**config.mk**
```make
export PLATFORM = sky130hd
export DESIGN_NAME = prbs_generator_par
export DESIGN_NICKNAME = d
export VERILOG_FILES = /design/src/rtl/prbs_pkg.sv /design/src/rtl/prbs_step_unroll.sv /design/src/rtl/prbs_generator_par.sv
export SDC_FILE = /design/constraint.sdc
export NUM_CORES = 1
export LEC_CHECK = 0
export CORE_MARGIN = 4
export CORE_UTILIZATION = 47
export DETAILED_ROUTE_END_ITERATION = 10
export PLACE_DENSITY = 0.71
export REMOVE_ABC_BUFFERS = 1
export SLEW_MARGIN = 40
export SYNTH_ARGS = -nofsm -noshare
export SYNTH_HDL_FRONTEND = slang
export SYNTH_HIERARCHICAL = 1
export SYNTH_SLANG_ARGS = --single-unit
```
**constraint.sdc**
```tcl
create_clock -name clk -period 12.3 [get_ports clk]
set_clock_uncertainty 0.2 [all_clocks]
set_input_delay 2.46 -clock clk [delete_from_list [all_inputs] [get_ports clk]]
set_output_delay 2.46 -clock clk [all_outputs]
set_load 0.01 [all_outputs]
```
**src/rtl/prbs_pkg.sv**
```systemverilog
`default_nettype none
// -----------------------------------------------------------------------------
// prbs_pkg: shared types and constants for the parallel PRBS source. Rev 1.0
// -----------------------------------------------------------------------------
package prbs_pkg;

  typedef enum logic [1:0] {
    MODE_PRBS  = 2'd0,
    MODE_FIXED = 2'd1,
    MODE_CLOCK = 2'd2,
    MODE_ZERO  = 2'd3
  } prbs_mode_t;

  typedef enum logic [1:0] {
    ST_IDLE  = 2'd0,
    ST_LOAD  = 2'd1,
    ST_RUN   = 2'd2,
    ST_PAUSE = 2'd3
  } prbs_state_t;

  // Alternating 0/1 word with the earliest bit low; sliced down to n_ways.
  localparam int                    c_MAX_WAYS    = 256;
  localparam logic [c_MAX_WAYS-1:0] c_CLK_PATTERN = {(c_MAX_WAYS / 2){2'b10}};

endpackage
`default_nettype wire

```
**src/rtl/prbs_step_unroll.sv**
```systemverilog
`default_nettype none
// -----------------------------------------------------------------------------
// prbs_step_unroll: n_ways Fibonacci LFSR steps unrolled in one cycle. Rev 1.0
// -----------------------------------------------------------------------------
module prbs_step_unroll #(
  parameter int n_prbs = 32,
  parameter int n_ways = 16
) (
  input  logic [n_prbs-1:0] s_i,
  input  logic [n_prbs-1:0] eqn_i,
  output logic [n_ways-1:0] word_o,
  output logic [n_prbs-1:0] s_next_o
);

  // Each stage owns its own state vector so the chain is not one wide net.
  for (genvar k = 0; k < n_ways; k++) begin : g_step
    logic [n_prbs-1:0] w_cur;
    logic              w_b;
    if (k == 0) begin : g_first
      assign w_cur = s_i;
    end else begin : g_next
      assign w_cur = {g_step[k-1].w_cur[n_prbs-2:0], g_step[k-1].w_b};
    end
    assign w_b       = ^(w_cur & eqn_i);
    assign word_o[k] = w_b;
  end

  assign s_next_o = {g_step[n_ways-1].w_cur[n_prbs-2:0], g_step[n_ways-1].w_b};

endmodule
`default_nettype wire

```
**src/rtl/prbs_generator_par.sv**
```systemverilog
`default_nettype none
// -----------------------------------------------------------------------------
// prbs_generator_par: parallel PRBS / pattern word source with injection. Rev 1.0
// -----------------------------------------------------------------------------
module prbs_generator_par
  import prbs_pkg::*;
#(
  parameter int n_prbs = 32,
  parameter int n_ways = 16,
  parameter int n_cnt  = 16
) (
  input  logic                      clk,
  input  logic                      rst_n,
  input  logic                      cke,
  input  logic                      reseed,
  input  logic [n_prbs-1:0]         init_val,
  input  logic [n_prbs-1:0]         eqn,
  input  logic [1:0]                mode,
  input  logic [n_ways-1:0]         pattern,
  input  logic                      inj_err,
  input  logic [$clog2(n_ways)-1:0] inj_pos,
  input  logic [1:0]                inv_chicken,
  output logic [n_ways-1:0]         out,
  output logic                      out_valid,
  output logic [n_cnt-1:0]          inj_cnt,
  output logic                      zero_lock
);

  prbs_state_t       state_q;
  logic [n_prbs-1:0] s_q;
  logic [n_prbs-1:0] s_d;
  logic [n_ways-1:0] out_q;
  logic [n_ways-1:0] out_d;
  logic              out_valid_q;
  logic [n_cnt-1:0]  inj_cnt_q;
  logic              zero_lock_q;
  logic              armed_q;
  logic              inj_err_q;

  logic [n_ways-1:0] w_prbs_word;
  logic [n_ways-1:0] w_data;
  logic [n_ways-1:0] w_shaped;
  logic              w_prbs_mode;
  logic              w_lockup;
  logic              w_inj_rise;

  prbs_step_unroll #(
    .n_prbs (n_prbs),
    .n_ways (n_ways)
  ) u_step (
    .s_i      (s_q),
    .eqn_i    (eqn),
    .word_o   (w_prbs_word),
    .s_next_o (s_d)
  );

  assign w_prbs_mode = (prbs_mode_t'(mode) == MODE_PRBS);
  assign w_lockup    = w_prbs_mode && (s_q == '0);
  assign w_inj_rise  = inj_err && !inj_err_q;

  always_comb begin
    case (prbs_mode_t'(mode))
      MODE_PRBS:  w_data = w_prbs_word;
      MODE_FIXED: w_data = pattern;
      MODE_CLOCK: w_data = c_CLK_PATTERN[n_ways-1:0];
      default:    w_data = '0;
    endcase
    w_shaped = inv_chicken[1] ? {<<{w_data}} : w_data;
    if (inv_chicken[0]) begin
      w_shaped = ~w_shaped;
    end
    out_d = w_shaped;
    if (armed_q) begin
      out_d[inj_pos] = ~out_d[inj_pos];
    end
  end

  always_ff @(posedge clk or negedge rst_n) begin
    if (!rst_n) begin
      state_q     <= ST_IDLE;
      s_q         <= '0;
      out_q       <= '0;
      out_valid_q <= 1'b0;
      inj_cnt_q   <= '0;
      zero_lock_q <= 1'b0;
      armed_q     <= 1'b0;
      inj_err_q   <= 1'b0;
    end else begin
      inj_err_q   <= inj_err;
      out_valid_q <= 1'b0;
      if (reseed) begin
        state_q <= ST_LOAD;
        armed_q <= 1'b0;
      end else begin
        case (state_q)
          ST_IDLE: begin
            if (cke) state_q <= ST_LOAD;
          end
          ST_LOAD: begin
            s_q     <= init_val;
            state_q <= ST_RUN;
          end
          ST_RUN: begin
            if (w_lockup) begin
              // Stuck LFSR: spend a cycle reloading instead of emitting zeros.
              state_q     <= ST_LOAD;
              zero_lock_q <= 1'b1;
              if (w_inj_rise) armed_q <= 1'b1;
            end else begin
              out_q       <= out_d;
              out_valid_q <= 1'b1;
              if (w_prbs_mode) s_q <= s_d;
              if (armed_q) begin
                armed_q <= 1'b0;
                if (inj_cnt_q != '1) inj_cnt_q <= inj_cnt_q + n_cnt'(1);
              end else if (w_inj_rise) begin
                armed_q <= 1'b1;
              end
              if (!cke) state_q <= ST_PAUSE;
            end
          end
          ST_PAUSE: begin
            if (cke) state_q <= ST_RUN;
          end
          default: state_q <= ST_IDLE;
        endcase
      end
    end
  end

  assign out       = out_q;
  assign out_valid = out_valid_q;
  assign inj_cnt   = inj_cnt_q;
  assign zero_lock = zero_lock_q;

endmodule
`default_nettype wire

```
### Word-level counts from Yosys, hierarchy flattened

Index checks and enable logic that the tools add are counted.

| storage, ports and cells | value |
|---|---|
| bits in registers | 70 |
| input bits | 93 |
| output and inout bits | 34 |
| logic and storage cells | 101 |

| operators by class | value |
|---|---|
| add/sub/neg operators | 1 |
| order comparisons | 2 |
| equality and inequality tests | 12 |
| multiplexer cells | 27 |
| bitwise operators | 20 |
| reduce and logical (&&, ||, !) cells | 31 |

Operators with widths:

| kind | number |
|---|---|
| $and A32 B32 Y32 | 16 |
| $reduce_xor A32 Y1 | 16 |
| $mux W32 | 2 |
| $pmux W32 S2 | 1 |
| $mux W16 | 3 |
| $pmux W16 S3 | 1 |
| $logic_not A32 Y1 | 1 |
| $add A16 B1 Y16 const B | 1 |
| $bwmux W16 | 1 |
| $ne A16 B16 Y1 const B | 1 |
| $not A16 Y16 | 1 |
| $mux W1 | 11 |
| $mux W2 | 5 |
| $reduce_and A3 Y1 | 3 |
| $pmux W2 S4 | 1 |
| $eq A2 B2 Y1 const B | 3 |
| $ne A3 B3 Y1 const B | 2 |
| $lt A4 B5 Y1 const B | 1 |
| $reduce_and A5 Y1 | 1 |
| $bmux W1 S4 | 1 |
| $demux W1 S4 | 1 |
| $eq A2 B1 Y1 const B | 2 |
| $ge A4 B1 Y1 const B | 1 |
| $logic_not A2 Y1 | 2 |
| other kinds (9) | 15 |

### Depth between registers and ports, before layout

Gate-level depths: netlist of the first run.

| depth | value |
|---|---|
| word-level depth | 41 |
| mapped depth | 41 |
| mapped depth without buffers | 36 |

### Hierarchy

Netlist of the first run, hierarchy kept.

Modules (own cells, without submodules):

| module | times used | cells an instance | area each (sq um) | sequential area each (sq um) |
|---|---|---|---|---|
| prbs_step_unroll | 1 | 1321 | 8369.3 | 0.0 |
| prbs_generator_par | 1 | 448 | 4165.2 | 1751.7 |

### Worst setup path after synthesis of the first run

OpenSTA, ideal clock, no wires.

| timing | value |
|---|---|
| kind | input-to-reg |
| start point | input eqn[29] |
| end point | register out_q[13], in the netlist out[13] |
| setup time | 0.148 ns |
| arrival time | 10.665 ns |
| data required time | 11.952 ns |
| slack | 1.286 ns |
| cell stages on the path | 38 |
| buffers on the path | 5 |
| path through | buf_2 > nand2_1 > xnor3_1 > xnor3_1 > xnor3_1 > xnor3_2 > a32o_1 > a311o_1 > or3_1 > buf_4 > a22o_1 > nand4_1 > a21boi_4 > o211ai_2 > xnor2_2 > inv_2 > a211o_1 > and4_1 > [... 2 more ...] > xnor2_2 > and3_1 > or2_1 > buf_2 > xor2_1 > a311o_1 > a211oi_2 > xnor2_1 > or3_1 > nand3_1 > xnor2_1 > buf_4 > or2_2 > a222oi_1 > xnor2_1 > o221ai_2 > nor4_2 > a22oi_1 |

| on the way | value |
|---|---|
| longest elaborated chain between the ends | 41 |

RTL lines:

| item | line | text |
|---|---|---|
| from (decl) | prbs_generator_par.sv:17 | `input logic [n_prbs-1:0] eqn,` |
| $and A32 B32 Y32 | prbs_step_unroll.sv:24 | `assign w_b = ^(w_cur & eqn_i);` |
| $reduce_xor A32 Y1 | prbs_step_unroll.sv:24 |  |
| $and A32 B32 Y32 | prbs_step_unroll.sv:24 |  |
| $reduce_xor A32 Y1 | prbs_step_unroll.sv:24 |  |
| $and A32 B32 Y32 | prbs_step_unroll.sv:24 |  |
| $reduce_xor A32 Y1 | prbs_step_unroll.sv:24 |  |
| $and A32 B32 Y32 | prbs_step_unroll.sv:24 |  |
| $reduce_xor A32 Y1 | prbs_step_unroll.sv:24 |  |
| [... 6 more ...] | n/a |  |
| net u_step.g_step[6].w_b | prbs_step_unroll.sv:18 | `logic w_b;` |
| [... 4 more ...] | n/a |  |
| net u_step.g_step[8].w_b | prbs_step_unroll.sv:18 |  |
| [... 4 more ...] | n/a |  |
| net u_step.g_step[10].w_b | prbs_step_unroll.sv:18 |  |
| [... 6 more ...] | n/a |  |
| net u_step.g_step[13].w_b | prbs_step_unroll.sv:18 |  |
| [... 4 more ...] | n/a |  |
| net u_step.g_step[15].w_b | prbs_step_unroll.sv:18 |  |
| [... 1 more ...] | n/a |  |
| $mux W16 (*) | prbs_generator_par.sv:68 | `w_shaped = inv_chicken[1] ? {<<{w_data}} : w_data;` |
| $not A16 Y16 | prbs_generator_par.sv:70 | `w_shaped = ~w_shaped;` |
| $mux W16 (*) | prbs_generator_par.sv:69 | `if (inv_chicken[0]) begin` |
| $bmux W1 S4 (*) | prbs_generator_par.sv:74 | `out_d[inj_pos] = ~out_d[inj_pos];` |
| $mux W1 (not written as such) (*) | prbs_generator_par.sv:74 |  |
| $not A1 Y1 (*) | prbs_generator_par.sv:74 |  |
| $bwmux W16 (*) | prbs_generator_par.sv:74 |  |
| $mux W16 (*) | prbs_generator_par.sv:73 | `if (armed_q) begin` |
| to (signal assigned) | prbs_generator_par.sv:110 | `out_q <= out_d;` |
| to (decl) | prbs_generator_par.sv:32 | `logic [n_ways-1:0] out_q;` |

Mark *: on every way through the listed nets, which the timed path passes. The rest lies on a longest branch. The select of a mux whose other input is x is not followed.
A chain may end at the register's enable or synchronous reset.

### Worst setup path after layout of the first run

| timing | value |
|---|---|
| start point | input eqn[29] |
| end point | register out_q[4], in the netlist out[4] |

| on the way | value |
|---|---|
| longest elaborated chain between the ends | 41 |

RTL lines:

| item | line | text |
|---|---|---|
| $and A32 B32 Y32 | prbs_step_unroll.sv:24 |  |
| $reduce_xor A32 Y1 | prbs_step_unroll.sv:24 |  |
| $and A32 B32 Y32 | prbs_step_unroll.sv:24 |  |
| $reduce_xor A32 Y1 | prbs_step_unroll.sv:24 |  |
| $and A32 B32 Y32 (*) | prbs_step_unroll.sv:24 |  |
| $reduce_xor A32 Y1 (*) | prbs_step_unroll.sv:24 |  |
| net s_d[13] | prbs_generator_par.sv:31 | `logic [n_prbs-1:0] s_d;` |
| $and A32 B32 Y32 | prbs_step_unroll.sv:24 |  |
| [... 7 more ...] | n/a |  |
| net s_d[9] | prbs_generator_par.sv:31 |  |
| [... 4 more ...] | n/a |  |
| net s_d[7] | prbs_generator_par.sv:31 |  |
| [... 10 more ...] | n/a |  |
| net s_d[2] | prbs_generator_par.sv:31 |  |
| [... 4 more ...] | n/a |  |
| net s_d[0] | prbs_generator_par.sv:31 |  |
| [... 1 more ...] | n/a |  |
| $mux W16 (*) | prbs_generator_par.sv:68 |  |
| $not A16 Y16 | prbs_generator_par.sv:70 |  |
| $mux W16 (*) | prbs_generator_par.sv:69 |  |
| $bmux W1 S4 (*) | prbs_generator_par.sv:74 |  |
| $mux W1 (not written as such) (*) | prbs_generator_par.sv:74 |  |
| $not A1 Y1 (*) | prbs_generator_par.sv:74 |  |
| $bwmux W16 (*) | prbs_generator_par.sv:74 |  |
| $mux W16 (*) | prbs_generator_par.sv:73 |  |

Marks and branches as above.

==> flow_summary.json, run 1 <==
{
  "drt-pass1-iter-count": 7,
  "clockRootBuffer": "sky130_fd_sc_hd__clkbuf_16",
  "tritoncts": "yes",
  "maxSlewViolCount": 0,
  "synth_cell_types": 81,
  "result_of_the_run": "complete, no violations",
  "clkLatencyLatePin_ns": 0.33,
  "floorplan.die_area_sq_um": 29300,
  "synth_seq_cells": 70,
  "gr-usage-met2": 0.468,
  "globalRoute.totalOverflow": 0,
  "antenna_violations_before_repair": 0,
  "postSynth.asyncResetShare": 1.00,
  "timing.setup.tns_ns": 0,
  "yosysWarningCount": 6,
  "numPortBuffers": 126,
  "crit_path_start_kind": "input port",
  "area_delta_synth_final_pct": 13.3,
  "initial_core_util": 0.480,
  "clock.fmax_ghz": 0.0839,
  "ioPinCount": 127,
  "worst_slew_margin_rel": 0.506,
  "post_synth_main_area_contributors": "sky130_fd_sc_hd__xnor2_1 28%, sky130_fd_sc_hd__nand2_1 16%, sky130_fd_sc_hd__dfrtp_1 14%",
  "setup_viol_count_final": 0,
  "first_pass_grt_wire_length_mm": 67.8,
  "dieWidth_microns": 171,
  "hold_violations": 0,
  "count_of_vias_placed_by_the_detailed_router": 12559,
  "gp_congestion": 0.978,
  "drive_above_1_share": 0.0915,
  "timing.critical_path.max_delay_family": "XOR/XNOR gates",
  "drt_drc_violations_left": 0,
  "timing.critical_path.fanout_max": 10,
  "cts_setup_buffers": 0,
  "via_per_inst": 5.90,
  "rr_startpoint": "s_q[4]",
  "synthesis.area_per_instance_sq_um": 7.09,
  "min_path_type": "flip-flop to flip-flop",
  "route.antenna.remaining_nets": 0,
  "rsz0062_at_grt": "no",
  "detail_route.iter0.violations": 1524,
  "placement_rows": 59,
  "period_share": 0.970,
  "cts.htree.levels": 3,
  "critPathMostFrequentCell": "sky130_fd_sc_hd__xnor3_1",
  "critical_path.n_buffers_inverters": 4,
  "cpPeakStageDelay_ns": 0.61,
  "edff_count_synth": 0,
  "vertical_extent_of_the_die_microns": 171,
  "grt_util_all_layers": 0.290,
  "synth_area_sq_um": 12500,
  "worst_ep_required_time_ns": 12.31,
  "maxCapViolations": 0,
  "first_global_vias": 12090,
  "post-synth-top-area-cell": "sky130_fd_sc_hd__xnor2_1",
  "num_antenna_cells": 0,
  "final_nets": 1881,
  "critPathLaunch": "eqn[29]",
  "max-clock-path-buffers": 2,
  "synth_top_area_share": 0.282,
  "synth_seq_area_share": 0.140,
  "wirelength_mm": 43.8,
  "utilization": 0.544,
  "worst_setup_hold_path_clk_slew_ns": 0.06,
  "grt_busiest_layer": "met2",
  "coreArea_sq_um": 26100,
  "hold_start": "out[4]",
  "synthCells": 1769,
  "crit_path_top_delay_cell": "sky130_fd_sc_hd__clkdlybuf4s50_1",
  "cts_inserted_buffers": 9,
  "worstSetupPathType": "input port to flip-flop",
  "finalCriticalPeriod_ns": 11.93,
  "tightestPinTransition_ns": 0.739,
  "clock-sinks": 70,
  "worstPathArrival_ns": 11.93,
  "yosys_most_used_dff": "sky130_fd_sc_hd__dfrtp_1",
  "avgRoutedWirePerCell_microns": 20.6,
  "largest_net_degree_at_the_start_of_global_routing": 71,
  "grt.met1_usage": 0.382,
  "detailedPlacementHpwl_mm": 30.4,
  "gr-usage-met3": 0.0513,
  "worstSetupEndpointType": "flip-flop"
}
-- flip-flops by register name, indices dropped and copies added (netlist names) --
register,cells
inj_err_q,1
zero_lock,1
out_valid,1
inj_cnt,16
state_q,2
s_q,32
armed_q,1
out,16
-- path summary, 6_finish.rpt --
path	cells past startpoint	to	slack, ns
min in group asynchronous	2	out[0]	2.02
worst min register to register	2	out[4]	0.29
worst min-delay path	2	out[4]	0.29
worst max register to register	36	out[4]	2.42
max in group asynchronous	2	s_q[28]	9.42
worst max-delay path	36	out[4]	0.37
-- through the flow --
step                      instance area, sq um  hold WS [ns]  setup WS [ns]  std cells
after floorplan                          11500         0.273           1.04       1567
after global placement                   13800         0.268          0.287       2111
after detailed placement                 13800         0.276         0.0305       2111
after CTS                                14100         0.291          0.363       2127
after global routing                     14200         0.322        0.00532       2127
final                                    14200         0.290          0.374       2127
-- worst min-delay path: cells and delay by family, from the launching register on --
family / cells / cell delay, ns
DFF: 1 / 0.35
AOI/OAI and AO/OA: 1 / 0.06
and+or+nand+nor: 1 / 0.05
-- cell families after synthesis --
family          Yosys count  share of synthesized area
simple gates            722                      0.244
xor+xnor                522                      0.384
buf+inv                 217                     0.0838
compound gates          188                      0.108
flops                    70                      0.140
mux                      49                     0.0402
fa+ha+maj                 1                   0.000998
-- synth_stat cells (4+ instances only) --
cell and number:
sky130_fd_sc_hd__nand4_1 12, sky130_fd_sc_hd__o21ai_0 77, sky130_fd_sc_hd__a211oi_2 4, sky130_fd_sc_hd__nor4_1 10, sky130_fd_sc_hd__nand2_1 543, sky130_fd_sc_hd__buf_2 12
sky130_fd_sc_hd__nand3_1 12, sky130_fd_sc_hd__xnor3_1 10, sky130_fd_sc_hd__or2_2 11, sky130_fd_sc_hd__o21ai_1 6, sky130_fd_sc_hd__inv_1 11, sky130_fd_sc_hd__xnor2_1 403
sky130_fd_sc_hd__nor3_1 15, sky130_fd_sc_hd__clkbuf_1 129, sky130_fd_sc_hd__buf_4 51, sky130_fd_sc_hd__a211oi_1 8, sky130_fd_sc_hd__mux2_2 11, sky130_fd_sc_hd__o211ai_1 4
sky130_fd_sc_hd__a21oi_1 13, sky130_fd_sc_hd__nor2_1 55, sky130_fd_sc_hd__or3_1 12, sky130_fd_sc_hd__nand2b_1 7, sky130_fd_sc_hd__dfrtp_1 70, sky130_fd_sc_hd__buf_6 4
sky130_fd_sc_hd__a222oi_1 14, sky130_fd_sc_hd__o31ai_1 5, sky130_fd_sc_hd__nor2b_1 7, sky130_fd_sc_hd__a31oi_1 4, sky130_fd_sc_hd__buf_1 6, sky130_fd_sc_hd__xnor2_2 4
sky130_fd_sc_hd__and3_1 9, sky130_fd_sc_hd__mux2i_1 38, sky130_fd_sc_hd__a22o_1 9, sky130_fd_sc_hd__xor2_1 99, sky130_fd_sc_hd__or2_1 4, sky130_fd_sc_hd__a32oi_1 9
sky130_fd_sc_hd__a32o_1 4
-- cells in the final DEF (no fill, tap or decap), types with 15 or more instances in the layout --
master,instances
sky130_fd_sc_hd__clkdlybuf4s50_1,123
sky130_fd_sc_hd__nor2_1,55
sky130_fd_sc_hd__nand2_1,543
sky130_fd_sc_hd__buf_4,82
sky130_fd_sc_hd__o21ai_0,77
sky130_fd_sc_hd__xor2_1,98
sky130_fd_sc_hd__xnor2_1,399
sky130_fd_sc_hd__dfrtp_1,70
sky130_fd_sc_hd__nor3_1,15
sky130_fd_sc_hd__mux2i_1,38
-- per-layer routing --
| metal | share of wire | vias up | routed length, microns |
|---|---|---|---|
| met1 | 0.39 | 5834 | 17000 |
| met4 | 0.052 | 0 | 2300 |
| met5 | 0 | - | 0 |
| met2 | 0.45 | 839 | 19600 |
| met3 | 0.11 | 212 | 4920 |
| li1 | - | 5674 | - |
-- area by class of cell --
cell class | count | area (sq um)
Clock buffer | 9 | 225
Clock inverter | 7 | 80.1
Fill cell | 2456 | 11900
Inverter | 15 | 56.3
Multi-Input combinational cell | 1482 | 9800
Sequential cell | 70 | 1750
Tap cell | 335 | 419
Timing Repair Buffer | 209 | 1870
-- timing repair --
item,CTS,global route
gates resized for setup,0,8
setup endpoints to repair,0,13
hold buffers,0,0
Power of run 1 is left out: the tool's default activity adds up to more than one toggle a clock period on the data nets, which glitch-free logic cannot reach.
==> run 2: changes to the inputs <==
CORE_ASPECT_RATIO = 1.4   (was not set)
clock period = 11.2 ns   (was 12.3 ns; I/O delays follow)
==> run 2 against run 1 <==
- non-clock buffer count is 57 higher
- worst setup slack better by 0.0021 ns
- global-route usage is 0.23 points lower
- hold slack worse by 0.013 ns
- register-to-register slack worse by 0.37 ns
- final area is 4.1% higher
- sequential share of layout area is 0.48 points lower
- first-iteration DRC count is 17% lower
==> flow_summary.json, run 2 (same netlist as run 1, synthesis figures left out) <==
{
  "result_of_the_run": "complete, no violations",
  "timing.rr.end": "out[15]",
  "layout.cells.most_common": "sky130_fd_sc_hd__nand2_1",
  "finalWorstSetupSlack_ns": 0.376,
  "antenna_violations_before_repair": 0,
  "first_global_vias": 12210,
  "whs_path_depth": 2,
  "num_antenna_cells": 0,
  "tightestPinTransition_ns": 0.724,
  "clock-sinks": 70,
  "post_cts_hold_fix_bufs": 0,
  "detail_route.iter0.violations": 1271,
  "cts_inserted_buffers": 9,
  "mostFrequentLayoutCells": "543 x sky130_fd_sc_hd__nand2_1, 396 x sky130_fd_sc_hd__xnor2_1, 135 x sky130_fd_sc_hd__buf_4, 122 x sky130_fd_sc_hd__clkdlybuf4s50_1, 97 x sky130_fd_sc_hd__xor2_1",
  "worstSetupPathType": "input port to flip-flop",
  "final_nets": 1938,
  "via_per_inst": 5.80,
  "crit_cells": 35,
  "clockRootBuffer": "sky130_fd_sc_hd__clkbuf_16",
  "drive_above_1_share": 0.127,
  "drt-pass1-iter-count": 6,
  "coreArea_sq_um": 26200,
  "cpPeakStageDelay_ns": 0.52,
  "hold_start": "out[0]",
  "max-clock-path-buffers": 2,
  "first_pass_grt_wire_length_mm": 68.1,
  "placedInstanceArea_sq_um": 14200,
  "initial_core_util": 0.479,
  "dieWidth_microns": 146,
  "final.hold.worst_slack_ns": 0.277,
  "clkLatencyLatePin_ns": 0.34,
  "crit_path_top_delay_cell": "sky130_fd_sc_hd__clkdlybuf4s50_1",
  "placement_rows": 70,
  "timing.critical_path.fanout_max": 7,
  "worst_slew_margin_rel": 0.517,
  "critical_path.n_buffers_inverters": 3,
  "globalRoute.totalOverflow": 0,
  "cts.htree.levels": 3,
  "ioPinCount": 127,
  "finalCriticalPeriod_ns": 10.82,
  "worst-r2r-setup-slack_ns": 2.05,
  "final_area_sq_um": 14800,
  "timing.critical_path.max_delay_family": "compound AO/OA/AOI/OAI gates",
  "avgRoutedWirePerCell_microns": 20.4,
  "setup_viol_count_final": 0,
  "crit_path_start_kind": "input port",
  "worst_setup_hold_path_clk_slew_ns": 0.07,
  "worstSetupEndpointType": "flip-flop",
  "worstPathArrival_ns": 10.85,
  "route.antenna.remaining_nets": 0,
  "maxCapViolations": 0,
  "floorplan.die_area_sq_um": 29400,
  "largest_register_ff_count": 32,
  "period_share": 0.966,
  "drt_drc_violations_left": 0,
  "gp_congestion": 0.946,
  "maxSlewViolCount": 0,
  "num-fill-cells": 2404,
  "hold_violations": 0,
  "worst_ep_required_time_ns": 11.22,
  "rr_startpoint": "s_q[14]",
  "grt_util_all_layers": 0.288,
  "min_path_type": "flip-flop to flip-flop",
  "largest_net_degree_at_the_start_of_global_routing": 71,
  "timing.hold.worst_endpoint": "out[0]",
  "clock.fmax_ghz": 0.0924,
  "place_ws_ns": -0.292,
  "worstRegToRegCells": 37,
  "tritoncts": "yes",
  "registers.top_by_ff_count": "s_q",
  "area_delta_synth_final_pct": 17.9,
  "numPortBuffers": 126,
  "timing.setup.tns_ns": 0,
  "vertical_extent_of_the_die_microns": 201,
  "detailedPlacementHpwl_mm": 31.9,
  "count_of_vias_placed_by_the_detailed_router": 12611,
  "wirelength_mm": 44.3
}
-- run 2: cell types whose count changed in the layout (fill, tap and decap cells not counted), sizes merged --
cell           before  now
buf                86  143
dlymetal6s2s        0    1
clkdlybuf4s50     123  122
clkbuf              9   10
bufinv              1    3
clkinvlp            1    0
clkinv              4    5
inv                16   13
-- run 2: worst reg2reg max path: cells and delay by family, from the launching register on --
kind / cells / cell delay (ns)
flip-flops: 1 / 0.72
XOR/XNOR: 11 / 1.76
buffers and inverters: 4 / 0.80
AO/OA/AOI/OAI: 11 / 3.04
AND/OR/NAND/NOR: 11 / 2.53
-- run 2: worst max path at each step --
stage | from | end | slack, ns
floorplan | eqn[17] | out[13] | 0.16
global placement | eqn[5] | out[15] | -0.08
detailed placement | eqn[17] | out[15] | -0.29
CTS | eqn[17] | out[15] | 0.05
global route | eqn[5] | out[15] | -0.03
finish | eqn[29] | out[15] | 0.38
-- run 2: through the flow --
stage          utilization  std cells
2_1_floorplan            -       1567
3_3_place_gp         0.544       2154
3_5_place_dp         0.544       2154
4_1_cts              0.557       2170
5_1_grt              0.565       2173
6_report             0.565       2173
-- run 2: area by class of cell --
type / count / area, sq um / area share
well taps: 324 / 405 / 0.0274
clock inverters: 6 / 109 / 0.00736
repair buffers: 266 / 2330 / 0.158
clock buffers: 10 / 239 / 0.0162
multi-input cells: 1482 / 9890 / 0.669
flip-flops and latches: 70 / 1750 / 0.118
inverters: 15 / 56.3 / 0.00381
-- run 2: repair_timing --
action,CTS,global route
resized for setup,0,32
endpoints found under the setup margin,0,14
buffers inserted,0,3
-- run 2: metal layers --
layer / vias to the layer above / global-route usage / part of all wire
met5: - / 0 / 0
met4: 0 / 0.181 / 0.073
met3: 204 / 0.0430 / 0.084
met2: 701 / 0.491 / 0.48
met1: 5919 / 0.338 / 0.36
li1: 5787 / - / -
Power of run 2 is left out for the same reason.
==> run 3: changes to the inputs <==
--- a/config.mk
+++ b/config.mk
@@ -11,3 +11,5 @@
 export DETAILED_ROUTE_END_ITERATION = 10
+export GPL_TIMING_DRIVEN = 0
 export PLACE_DENSITY = 0.71
+export RECOVER_POWER = 100
 export REMOVE_ABC_BUFFERS = 1
--- a/constraint.sdc
+++ b/constraint.sdc
@@ -4,2 +4,2 @@
 set_output_delay 2.24 -clock clk [all_outputs]
-set_load 0.01 [all_outputs]
+set_load 0.05 [all_outputs]
==> run 3 against run 2 <==
- the flow now finishes with violations (capacitance limit, slew limit)
- sequential share of layout area rose by 0.59 points
- final area is 3.8% lower
- critical path depth down 1
- global-route usage decreased by 1.7 points
- register-to-register slack worse by 0.54 ns
- non-clock buffer count shrank 104
- fmax down 1.5%
- sequential cell count unchanged
- largest cell class unchanged
==> flow_summary.json, run 3 (same netlist as run 1, synthesis figures left out) <==
{
  "worstSetupEndpointType": "flip-flop",
  "max-clock-path-buffers": 2,
  "floorplan.die_area_sq_um": 29400,
  "first_pass_grt_wire_length_mm": 64.7,
  "ioPinCount": 127,
  "timing.rr.end": "out[13]",
  "rr_startpoint": "s_q[16]",
  "largest_register_ff_count": 32,
  "dieWidth_microns": 146,
  "setup_viol_count_final": 0,
  "maxCapViolations": 2,
  "drt_drc_violations_left": 0,
  "globalRoute.totalOverflow": 0,
  "detailedPlacementHpwl_mm": 27.4,
  "largest_net_degree_at_the_start_of_global_routing": 65,
  "count_of_vias_placed_by_the_detailed_router": 12205,
  "critPathLaunch": "eqn[28]",
  "clkLatencyLatePin_ns": 0.34,
  "crit_cells": 34,
  "maxSlewViolCount": 127,
  "worstPathArrival_ns": 10.99,
  "hold_violations": 0,
  "timing.critical_path.fanout_max": 16,
  "layout.cells.most_common": "sky130_fd_sc_hd__nand2_1",
  "final.hold.worst_slack_ns": 0.270,
  "detail_route.iter0.violations": 1188,
  "crit_path_top_delay_cell": "sky130_fd_sc_hd__xnor3_4",
  "period_share": 0.982,
  "registers.top_by_ff_count": "s_q",
  "route.antenna.remaining_nets": 0,
  "antenna_violations_before_repair": 2,
  "tritoncts": "yes",
  "violations": "capacitance limit, slew limit",
  "worst_slew_margin_rel": -1.18,
  "drt-pass1-iter-count": 7,
  "worstRegToRegCells": 33,
  "mostFrequentLayoutCells": "543 x sky130_fd_sc_hd__nand2_1, 390 x sky130_fd_sc_hd__xnor2_1, 98 x sky130_fd_sc_hd__xor2_1, 75 x sky130_fd_sc_hd__o21ai_0",
  "worst_setup_hold_path_clk_slew_ns": 0.06,
  "worst-r2r-setup-slack_ns": 1.51,
  "crit_end": "out[13]",
  "worst_ep_required_time_ns": 11.20,
  "clockRootBuffer": "sky130_fd_sc_hd__clkbuf_16",
  "final_nets": 1837,
  "drive_above_1_share": 0.109,
  "via_per_inst": 5.88,
  "min_path_type": "flip-flop to flip-flop",
  "result_of_the_run": "finished with violations",
  "cts.htree.levels": 3,
  "vertical_extent_of_the_die_microns": 201,
  "finalCriticalPeriod_ns": 10.99,
  "critical_path.n_buffers_inverters": 2,
  "worstSetupPathType": "input port to flip-flop",
  "clock.fmax_ghz": 0.0910,
  "cpPeakStageDelay_ns": 0.59,
  "initial_core_util": 0.479,
  "timing.critical_path.max_delay_family": "compound AO/OA/AOI/OAI gates",
  "crit_path_start_kind": "input port",
  "cts_inserted_buffers": 9,
  "tightestPinTransition_ns": 3.28,
  "clock-sinks": 70,
  "grt_util_all_layers": 0.272,
  "coreArea_sq_um": 26200,
  "numPortBuffers": 126,
  "num-fill-cells": 2440,
  "avgRoutedWirePerCell_microns": 20.6,
  "area_delta_synth_final_pct": 13.5,
  "wirelength_mm": 42.8,
  "placement_rows": 70,
  "gp_congestion": 0.933,
  "first_global_vias": 11603
}
run 3: changes by cell type in the layout (fill, tap and decap cells not counted), sizes merged:
cell           delta
inv               -1
clkinvlp          +1
dlygate4sd3      +36
clkdlybuf4s50    -66
dlymetal6s2s      -1
or2               +1
buf              -94
xnor3             +1
diode             +2
or3               +1
clkbuf           +21
run 3: repair_timing:
action                     4_1_cts  5_1_grt
setup endpoints to repair       17       14
buffers inserted                 6       25
pin swaps                        5       28
gates cloned                     1        2
hold buffers                     0        0
resized for setup              149       86
run 3: area by class of cell:
class	instances	area, sq um	area share
tap	324	405	0.0285
clock inverter	6	111	0.00783
sequential	70	1770	0.124
antenna	2	5.00	0.000352
timing repair buffer	162	1530	0.108
inverter	15	71.3	0.00501
multi-input combinational	1485	10100	0.710
clock buffer	10	229	0.0161
run 3: worst min-delay path by stage:
stage,startpoint,endpoint,slack (ns),depth (start not counted)
global placement,out[0],out[0],0.26,2
detailed placement,out[0],out[0],0.27,2
global route,out[7],out[7],0.32,2
CTS,out[0],out[0],0.29,2
floorplan,s_q[31],s_q[31],0.27,2
finish,out[0],out[0],0.27,2
run 3: metrics by stage:
stage | instance area [sq um] | setup TNS [ns] | util | std cells | setup slack (ns)
3_3_place_gp | 13200 | -72.74 | 0.504 | 2017 | -4.19
5_1_grt | 14200 | -0.213 | 0.543 | 2074 | -0.0729
3_5_place_dp | 13300 | -35.80 | 0.510 | 2022 | -2.55
4_1_cts | 13900 | 0 | 0.529 | 2045 | 0.0324
2_1_floorplan | 11500 | 0 | - | 1567 | 0.165
6_report | 14200 | 0 | 0.543 | 2074 | 0.207
run 3: tightest hold or removal path, stage by stage (launching register included):
cell and delay, ns:
sky130_fd_sc_hd__dfrtp_1 0.34, sky130_fd_sc_hd__nand2_1 0.04, sky130_fd_sc_hd__o21ai_0 0.05
run 3: routing by layer:
layer | up-vias | part of all wire | global-route usage
met5 | - | 0 | 0
met4 | 0 | 0.055 | 0.150
met3 | 195 | 0.081 | 0.0421
met2 | 701 | 0.49 | 0.473
met1 | 5697 | 0.37 | 0.318
li1 | 5612 | - | -
Power of run 3 is left out for the same reason.
